--- src/rtl/counter_ctrl_pkg.sv ---
// -----------------------------------------------------------------------------
// counter_ctrl_pkg
// Shared definitions for the mode-counter control arbiter:
//   - CTRL_HOLD     : Control code that freezes the counter
//   - state_e       : sequencer states (IDLE / RUN / RELEASE)
//   - OWNER_A/B     : encoding of the current grant owner
//   - CW/DW defaults: count width and dwell field width
// -----------------------------------------------------------------------------
package counter_ctrl_pkg;

    localparam int CW_DEFAULT = 5;
    localparam int DW_DEFAULT = 4;

    localparam logic [1:0] CTRL_HOLD = 2'b00;

    localparam logic OWNER_A = 1'b0;
    localparam logic OWNER_B = 1'b1;

    typedef enum logic [1:0] {
        ST_IDLE    = 2'd0,
        ST_RUN     = 2'd1,
        ST_RELEASE = 2'd2
    } state_e;

endpackage

--- src/rtl/counter_ctrl_arbiter_rr_arb2.sv ---
// -----------------------------------------------------------------------------
// rr_arb2
// Two-way round-robin arbiter with a registered tie-break pointer.
// Ports:
//   clk_i     in   clock, rising edge
//   rst_ni    in   asynchronous active-low reset (pointer -> requester A)
//   req_i     in   [1:0] requests, bit 0 = A, bit 1 = B
//   update_i  in   a grant has just finished; move the pointer
//   served_i  in   which requester finished (0 = A, 1 = B)
//   gnt_o     out  [1:0] one-hot combinational grant (all zero if no request)
// -----------------------------------------------------------------------------
module rr_arb2 (
    input  logic       clk_i,
    input  logic       rst_ni,
    input  logic [1:0] req_i,
    input  logic       update_i,
    input  logic       served_i,
    output logic [1:0] gnt_o
);

    // Index of the requester that wins when both request at once.
    logic prio_q;
    logic prio_d;

    // The requester just served loses the next tie.
    always_comb begin
        prio_d = prio_q;
        if (update_i) begin
            prio_d = ~served_i;
        end
    end

    always_ff @(posedge clk_i or negedge rst_ni) begin
        if (!rst_ni) begin
            prio_q <= 1'b0;
        end else begin
            prio_q <= prio_d;
        end
    end

    always_comb begin
        gnt_o = 2'b00;
        unique case (req_i)
            2'b01:   gnt_o = 2'b01;
            2'b10:   gnt_o = 2'b10;
            2'b11:   gnt_o = prio_q ? 2'b10 : 2'b01;
            default: gnt_o = 2'b00;
        endcase
    end

endmodule

--- src/rtl/counter_ctrl_arbiter.sv ---
// -----------------------------------------------------------------------------
// counter_ctrl_arbiter
// Shares the Control[1:0] input of the mode counter between requesters A and
// B. A winner's mode is driven for its dwell, then Control returns to HOLD.
// A grant ends early when the fed-back count equals limit (abort) or when the
// owner withdraws its request (cancel).
// Ports (all outputs registered):
//   clk_i      in   clock, rising edge
//   rst_ni     in   asynchronous active-low reset
//   req_a_i    in   requester A level request, held until done_a_o
//   mode_a_i   in   [1:0] Control code for A, sampled at grant
//   dwell_a_i  in   [DW-1:0] clocks to drive A's mode, sampled at grant
//   req_b_i / mode_b_i / dwell_b_i   same for requester B
//   count_i    in   [CW-1:0] counter output
//   limit_i    in   [CW-1:0] early-termination value, compared while RUN
//   control_o  out  [1:0] to counter, 2'b00 = HOLD
//   gnt_a_o    out  A owns the counter
//   gnt_b_o    out  B owns the counter
//   done_a_o   out  one-clock pulse, A's grant finished
//   done_b_o   out  one-clock pulse, B's grant finished
//   abort_o    out  one-clock pulse with done, grant ended by count == limit
//   busy_o     out  sequencer not idle
// -----------------------------------------------------------------------------
module counter_ctrl_arbiter
    import counter_ctrl_pkg::*;
#(
    parameter int CW = CW_DEFAULT,
    parameter int DW = DW_DEFAULT
) (
    input  logic          clk_i,
    input  logic          rst_ni,
    input  logic          req_a_i,
    input  logic [1:0]    mode_a_i,
    input  logic [DW-1:0] dwell_a_i,
    input  logic          req_b_i,
    input  logic [1:0]    mode_b_i,
    input  logic [DW-1:0] dwell_b_i,
    input  logic [CW-1:0] count_i,
    input  logic [CW-1:0] limit_i,
    output logic [1:0]    control_o,
    output logic          gnt_a_o,
    output logic          gnt_b_o,
    output logic          done_a_o,
    output logic          done_b_o,
    output logic          abort_o,
    output logic          busy_o
);

    state_e        state_q;
    logic          owner_q;
    logic [DW-1:0] rem_q;
    logic [1:0]    control_q;
    logic          gnt_a_q;
    logic          gnt_b_q;
    logic          done_a_q;
    logic          done_b_q;
    logic          abort_q;
    logic          busy_q;

    logic [1:0]    arb_gnt;
    logic [1:0]    sel_mode;
    logic [DW-1:0] sel_dwell;
    logic          owner_req;
    logic          limit_hit;
    logic          run_exit;
    logic          release_evt;

    assign sel_mode  = arb_gnt[1] ? mode_b_i  : mode_a_i;
    assign sel_dwell = arb_gnt[1] ? dwell_b_i : dwell_a_i;
    assign owner_req = (owner_q == OWNER_B) ? req_b_i : req_a_i;
    assign limit_hit = (count_i == limit_i);

    // All three exit causes leave RUN at the same edge; only abort differs.
    assign run_exit = (state_q == ST_RUN) &&
                      (limit_hit || !owner_req || (rem_q == DW'(1)));

    // A zero-dwell grant enters RELEASE with gnt still high; its done pulse
    // comes on the edge that leaves RELEASE.
    assign release_evt = run_exit ||
                         ((state_q == ST_RELEASE) && (gnt_a_q || gnt_b_q));

    rr_arb2 u_arb (
        .clk_i    (clk_i),
        .rst_ni   (rst_ni),
        .req_i    ({req_b_i, req_a_i}),
        .update_i (release_evt),
        .served_i (owner_q),
        .gnt_o    (arb_gnt)
    );

    always_ff @(posedge clk_i or negedge rst_ni) begin
        if (!rst_ni) begin
            state_q   <= ST_IDLE;
            owner_q   <= OWNER_A;
            rem_q     <= '0;
            control_q <= CTRL_HOLD;
            gnt_a_q   <= 1'b0;
            gnt_b_q   <= 1'b0;
            done_a_q  <= 1'b0;
            done_b_q  <= 1'b0;
            abort_q   <= 1'b0;
            busy_q    <= 1'b0;
        end else begin
            done_a_q <= 1'b0;
            done_b_q <= 1'b0;
            abort_q  <= 1'b0;
            unique case (state_q)
                ST_IDLE: begin
                    control_q <= CTRL_HOLD;
                    if (arb_gnt != 2'b00) begin
                        owner_q <= arb_gnt[1];
                        rem_q   <= sel_dwell;
                        gnt_a_q <= arb_gnt[0];
                        gnt_b_q <= arb_gnt[1];
                        busy_q  <= 1'b1;
                        if (sel_dwell == '0) begin
                            state_q <= ST_RELEASE;
                        end else begin
                            state_q   <= ST_RUN;
                            control_q <= sel_mode;
                        end
                    end
                end
                ST_RUN: begin
                    rem_q <= rem_q - DW'(1);
                    if (run_exit) begin
                        state_q   <= ST_RELEASE;
                        control_q <= CTRL_HOLD;
                        gnt_a_q   <= 1'b0;
                        gnt_b_q   <= 1'b0;
                        done_a_q  <= (owner_q == OWNER_A);
                        done_b_q  <= (owner_q == OWNER_B);
                        abort_q   <= limit_hit;
                    end
                end
                ST_RELEASE: begin
                    state_q   <= ST_IDLE;
                    control_q <= CTRL_HOLD;
                    busy_q    <= 1'b0;
                    if (gnt_a_q || gnt_b_q) begin
                        gnt_a_q  <= 1'b0;
                        gnt_b_q  <= 1'b0;
                        done_a_q <= (owner_q == OWNER_A);
                        done_b_q <= (owner_q == OWNER_B);
                    end
                end
                default: begin
                    state_q   <= ST_IDLE;
                    control_q <= CTRL_HOLD;
                    gnt_a_q   <= 1'b0;
                    gnt_b_q   <= 1'b0;
                    busy_q    <= 1'b0;
                end
            endcase
        end
    end

    assign control_o = control_q;
    assign gnt_a_o   = gnt_a_q;
    assign gnt_b_o   = gnt_b_q;
    assign done_a_o  = done_a_q;
    assign done_b_o  = done_b_q;
    assign abort_o   = abort_q;
    assign busy_o    = busy_q;

endmodule

--- config.mk ---
export PLATFORM = sky130hd
export DESIGN_NAME = counter_ctrl_arbiter
export DESIGN_NICKNAME = d
export VERILOG_FILES = /design/src/rtl/counter_ctrl_pkg.sv /design/src/rtl/counter_ctrl_arbiter_rr_arb2.sv /design/src/rtl/counter_ctrl_arbiter.sv
export SDC_FILE = /design/constraint.sdc
export NUM_CORES = 1
export LEC_CHECK = 0
export CORE_AREA = 2 2 57 48
export CTS_CLUSTER_DIAMETER = 30
export DETAILED_ROUTE_END_ITERATION = 8
export DIE_AREA = 0 0 59 50
export GPL_ROUTABILITY_DRIVEN = 0
export GPL_TIMING_DRIVEN = 0
export PLACE_DENSITY_LB_ADDON = 0.05
export SLEW_MARGIN = 10
export SYNTH_ARGS = -nofsm -noshare
export SYNTH_HDL_FRONTEND = slang
export SYNTH_HIERARCHICAL = 1
export SYNTH_SLANG_ARGS = --single-unit
--- constraint.sdc ---
create_clock -name clk_i -period 2.26 [get_ports clk_i]
set_input_delay 0.339 -clock clk_i [delete_from_list [all_inputs] [get_ports clk_i]]
set_output_delay 0.339 -clock clk_i [all_outputs]
set_load 0.01 [all_outputs]
**Yosys cells after proc, flatten, opt, wreduce, memory -nomap -nowiden**

Cells that the tools add are included.

- Logic and storage cells: 71
- Register bits after elaboration: 16
- Latch bits: 0
- Bits in read-only memories: 0
- Input port bits: 26
- Output and inout port bits: 8
- Memories: 0
- Memory bits (writable): 0

- Bitwise logic cells: 2
- Shift-type cells: 0
- Order comparisons: 0
- Mux-type cells: 31
- Multiply operators: 0
- Divide/modulo/power cells: 0
- Add/subtract/negate cells: 1
- Reductions and logical operators: 16
- Eq/ne operators: 10

Operator list:

| cell | count |
|---|---|
| 2-bit 2-to-1 mux | 8 |
| 1-bit 2-to-1 mux | 12 |
| 4-bit 2-to-1 mux | 2 |
| 2-bit one-hot mux with 2 select lines | 2 |
| 4-bit one-hot mux with 2 select lines | 1 |
| 2-bit AND reduction | 4 |
| 2-bit equality test (second input constant) | 3 |
| 1-bit one-hot mux with 2 select lines | 3 |
| 1-bit one-hot mux with 3 select lines | 2 |
| 2-bit one-hot mux with 3 select lines | 1 |
| 5-bit equality test | 1 |
| 2-bit by 1-bit equality test with 1-bit output (second input constant) | 2 |
| 4-bit by 1-bit equality test with 1-bit output (second input constant) | 1 |
| 4-bit logical NOT | 1 |
| 1-bit logical OR | 4 |
| 2-bit != test (second input constant) | 2 |
| 2-bit nonzero test | 2 |
| 4-bit by 1-bit subtractor with 4-bit output (second input constant) | 1 |
| 3-bit AND reduction | 1 |
| 1-bit logical AND | 2 |
| 2-bit logical NOT | 1 |
| 2-bit by 1-bit != test with 1-bit output (second input constant) | 1 |
| 1-bit inverter | 2 |
| 1-bit logical NOT | 1 |

**Longest topological paths before layout**

- Depth in word-level cells: 7
- Depth in mapped cells: 8
- Gate-level depth less buffers: 8

**Cells and area by module**

Netlist, hierarchy kept.

Modules (own cells, without submodules):

| module | seq. area each (sq um) | times used | area an instance (sq um) | cells an instance |
|---|---|---|---|---|
| counter_ctrl_arbiter | 375.4 | 1 | 964.7 | 104 |
| rr_arb2 | 25.0 | 1 | 52.6 | 6 |

**Worst setup path before layout**

OpenSTA, ideal clock, no wires.

- Path type: register -> register
- Start: register state_q[0]
- End: register state_q[1]
- Required time: 2138 ps
- Arrival time: 1576 ps
- Buffers on the path: 1
- Slack: 563 ps
- Library setup time: 122 ps
- Clock period less this slack: 1697 ps
- Stages on the path, launching flop included: 7
- Cells stage by stage: dfrtp_1 > inv_1 > ha_1 > or3b_1 > buf_6 > o21a_4 > a32o_1

- Word-level cells in the longest chain between the ends: 4
- Elaborated cells on any way between the ends: 7
- Classes of those cells: 3 x eq/ne; 1 x mux; 3 x reduce/logical

RTL lines:

| what | line | text |
|---|---|---|
| from (decl) | counter_ctrl_arbiter.sv:49 | `state_e state_q;` |
| from (signal assigned) | counter_ctrl_arbiter.sv:93 | `state_q <= ST_IDLE;` |
| from (signal assigned) | counter_ctrl_arbiter.sv:117 | `state_q <= ST_RELEASE;` |
| from (signal assigned) | counter_ctrl_arbiter.sv:119 | `state_q <= ST_RUN;` |
| 2-bit by 1-bit equality test with 1-bit output | counter_ctrl_arbiter.sv:74, counter_ctrl_arbiter.sv:107 |  |
| 1-bit logical AND | counter_ctrl_arbiter.sv:74 | `assign run_exit = (state_q == ST_RUN) &&` |
| 2-bit != test (no line) | n/a |  |
| 2-bit AND reduction (no line) | n/a |  |

Several ways; a longest one is shown, not always the timed one.
A chain may end at the register's enable or synchronous reset.

**Worst setup path after layout**

- Start: input port req_b_i
- End: register control_q[0], in the netlist control_o[0]

- Word-level cells in the longest chain between the ends: 7
- Elaborated cells on any way between the ends: 17
- Classes of those cells: 4 x eq/ne; 7 x mux; 6 x reduce/logical

RTL lines:

| what | line | text |
|---|---|---|
| from (decl) | counter_ctrl_arbiter.sv:35 | `input logic req_b_i,` |
| 2-bit equality test / 2-bit by 1-bit equality test with 1-bit output (equally long branches) | counter_ctrl_arbiter_rr_arb2.sv:43 | `unique case (req_i)` |
| 2-bit one-hot mux with 3 select lines * | counter_ctrl_arbiter_rr_arb2.sv:43 |  |
| net arb_gnt[1] | counter_ctrl_arbiter.sv:60 | `logic [1:0] arb_gnt;` |
| 4-bit 2-to-1 mux | counter_ctrl_arbiter.sv:69 | `assign sel_dwell = arb_gnt[1] ? dwell_b_i : dwell_a_i;` |
| 4-bit logical NOT | counter_ctrl_arbiter.sv:116 | `if (sel_dwell == '0) begin` |
| 2-bit 2-to-1 mux | counter_ctrl_arbiter.sv:116 |  |
| 2-bit 2-to-1 mux * | counter_ctrl_arbiter.sv:110 | `if (arb_gnt != 2'b00) begin` |
| 2-bit one-hot mux with 2 select lines * | counter_ctrl_arbiter.sv:107 | `unique case (state_q)` |
| to (signal assigned) | counter_ctrl_arbiter.sv:120 | `control_q <= sel_mode;` |
| to (decl) | counter_ctrl_arbiter.sv:52 | `logic [1:0] control_q;` |

Mark *: on every way through the listed nets, which the timed path passes. The rest lies on a longest branch.

==> impl_metrics.ini <==
[logic_synthesis]
synth_top_cell_by_area = dfrtp_1
synth_cell_types = 32
ys_seq_area_share_pct = 39.4
synth.area.top_cells = dfrtp_1 (39%), ha_1 (6.2%), mux2_2 (5.5%)
synth_area_per_cell_um2 = 9.25
syn_area_um2 = 1020
synthTopCellsByCount = dfrtp_1 (16), nand2_1 (14), nor2_1 (10)
netlist.area_leader.share_pct = 39.4
yosysMostFrequentCell = dfrtp_1
synth_nets = 141
ys.flop_type = dfrtp_1
yosys_warnings = 6
synth_edf_count = 0
synth_async_sr_flop_share_pct = 100
ys_seq_elements = 16
netlist_instances = 110

[placement]
pre_cts_ws_ps = -170
dp_hpwl_um = 1920
io_buffers = 33
placedCellCount = 170
placed_area_um2 = 1380

[finish]
fin_cells = 173
stdcell_area_um2 = 1410
drive_gt1_share_pct = 9.59
syn_to_final_growth_pct = 38.1
nets = 179
antennaDiodeCount = 0
postLayoutCoreUtil_pct = 59.5

[setup_path]
start_kind = input port
crit-reg2reg-launch = u_arb/prio_q$_DFFE_PN0P_
ff2ff_path_depth = 6
worstPathCellList = clkdlybuf4s50_1, a21boi_1, or4b_1, o221ai_2, nor2_1, mux2_2
crit_arrival_ps = 2290
cp_slowest_cell = or4b_1
rr_endpoint = control_o[0]$_DFFE_PN0P_
slowest_delay_ps = 530
crit_path_end_kind = register
reg2reg_slack_ps = 300
path_max_fanout = 4
worstSetupPathType = input port to register
crit_required_ps = 2430

[sta]
setup_tns_ps = 0
finClkSkew_ps = 6.45
hold-worst-slack_ps = 471
fin_ws_ps = 138
period_share_pct = 93.9
rsz0062_at_grt = false
slew_headroom_pct = 52.2
tightestPinTransition_ps = 714
fmax_mhz = 471
hold_viol = 0
maxSlewViolCount = 0
setup_violations = 0
min_period_ps = 2120

[floorplan]
start_util_pct = 43.1
core_um2 = 2360
die-area_um2 = 2950
die_w_um = 59
num_rows = 16
ios = 34
die_h_um = 50

[cts]
clockRootBuffer = clkbuf_4
cts_buffers = 3
cts_setup_buffers = 0
htreeDepth = 1
clkTransAtPathRegs_ps = 90
clock_sinks = 16
tritoncts = done
cts.path.max_buffers = 2
clk_latency_ps = 290

[routing]
drtIter0Drc = 5
firstDrtPassIters = 4
route.vias.total = 938
drc = 0
finalWirelength_um = 2380
via_per_inst = 5.42
ant_nets = 0
wl_per_cell_um = 13.8

[min_path]
hold_path.class = input port to asynchronous set/reset pin

[power_and_ir_drop]
max-vdd-ir-drop_uv = 486
power_leakage_nw = 0.594
total_power_mw = 1.54
power_density_nw_per_um2 = 1100

[global_routing]
grt_pass1_wl_um = 3970
antenna_found_initial = 0
grt_pass1_vias = 892
overflow = 0
grtUsageTotal_pct = 18.1
grt_max_degree = 17

[flow_run]
max-cap-violations = 0

[status]
run_status = finished, final reports clean
worst max-delay path: cells and delay by family:
family | cells | cell delay [ps]
AO/OA/AOI/OAI | 2 | 590
buffers and inverters | 1 | 500
multiplexers | 1 | 270
AND/OR/NAND/NOR | 2 | 600
where the power goes:
part | switching, mW | internal [mW]
sequential | 0.101 | 0.412
clock | 0.0877 | 0.0619
combinational | 0.450 | 0.430
cell families (layout without fill, tap and decap cells):
kind of cell | count (synthesis) | count (layout) | share of synthesized area [%]
compound gates | 32 | 32 | 21.8
xor+xnor | 5 | 5 | 4.30
fa+ha+maj | 5 | 5 | 6.15
buf+inv | 10 | 46 | 4.43
flops | 16 | 16 | 39.4
mux | 8 | 8 | 8.49
simple gates | 34 | 34 | 15.5
state kept, by name, indices dropped and copies added (netlist names):
signal,count
abort_o,1
busy_o,1
control_o,2
done_a_o,1
done_b_o,1
gnt_a_o,1
gnt_b_o,1
owner_q,1
rem_q,4
state_q,2
u_arb/prio_q,1
how the worst max path moves through the flow:
stage	startpoint	to	slack (ps)	cells past startpoint
after global routing	req_b_i	control_o[0]$_DFFE_PN0P_	30	6
final	req_b_i	control_o[0]$_DFFE_PN0P_	140	6
after global placement	req_b_i	control_o[1]$_DFFE_PN0P_	-130	6
after CTS	req_b_i	control_o[0]$_DFFE_PN0P_	140	6
after detailed placement	req_b_i	control_o[0]$_DFFE_PN0P_	-170	6
after floorplan	state_q[0]$_DFFE_PN0P_	state_q[1]$_DFFE_PN0P_	560	6
cells in the final DEF (no fill, tap or decap), types with 2 or more instances in the layout:
cell	Yosys	final
a21oi_1	8	8
clkbuf_4	0	3
clkdlybuf4s50_1	0	33
ha_1	5	5
o22ai_1	2	2
nor3_1	2	2
inv_1	7	7
o21ai_1	3	3
nor2_1	10	10
a31oi_1	4	4
nand2_1	14	14
mux2i_1	3	3
nand2b_1	2	2
xnor2_1	5	5
dfrtp_1	16	16
nand3_1	3	3
mux2_2	5	5
o21ai_0	4	4
per-layer routing:
| metal | track usage [%] | part of all wire (%) |
|---|---|---|
| met5 | 0 | 0 |
| met4 | 4.55 | 1.2 |
| met3 | 7.09 | 6.6 |
| met2 | 27.8 | 44 |
| met1 | 23.6 | 48 |
layout make-up:
cell class / instances / area (um^2)
inverter: 7 / 26.3
timing repair buffer: 33 / 330
clock buffer: 3 / 22.5
multi-input combinational: 84 / 572
tap: 27 / 33.8
buffer: 3 / 20.0
sequential: 16 / 400
fill: 214 / 957
timing repair:
| item | CTS | global route |
|---|---|---|
| hold buffers | 0 | 0 |
| setup endpoints to repair | 0 | 1 |
| hold endpoints to repair | 0 | 0 |
| gates resized for setup | 0 | 2 |
(Power assumes the default switching activity.)
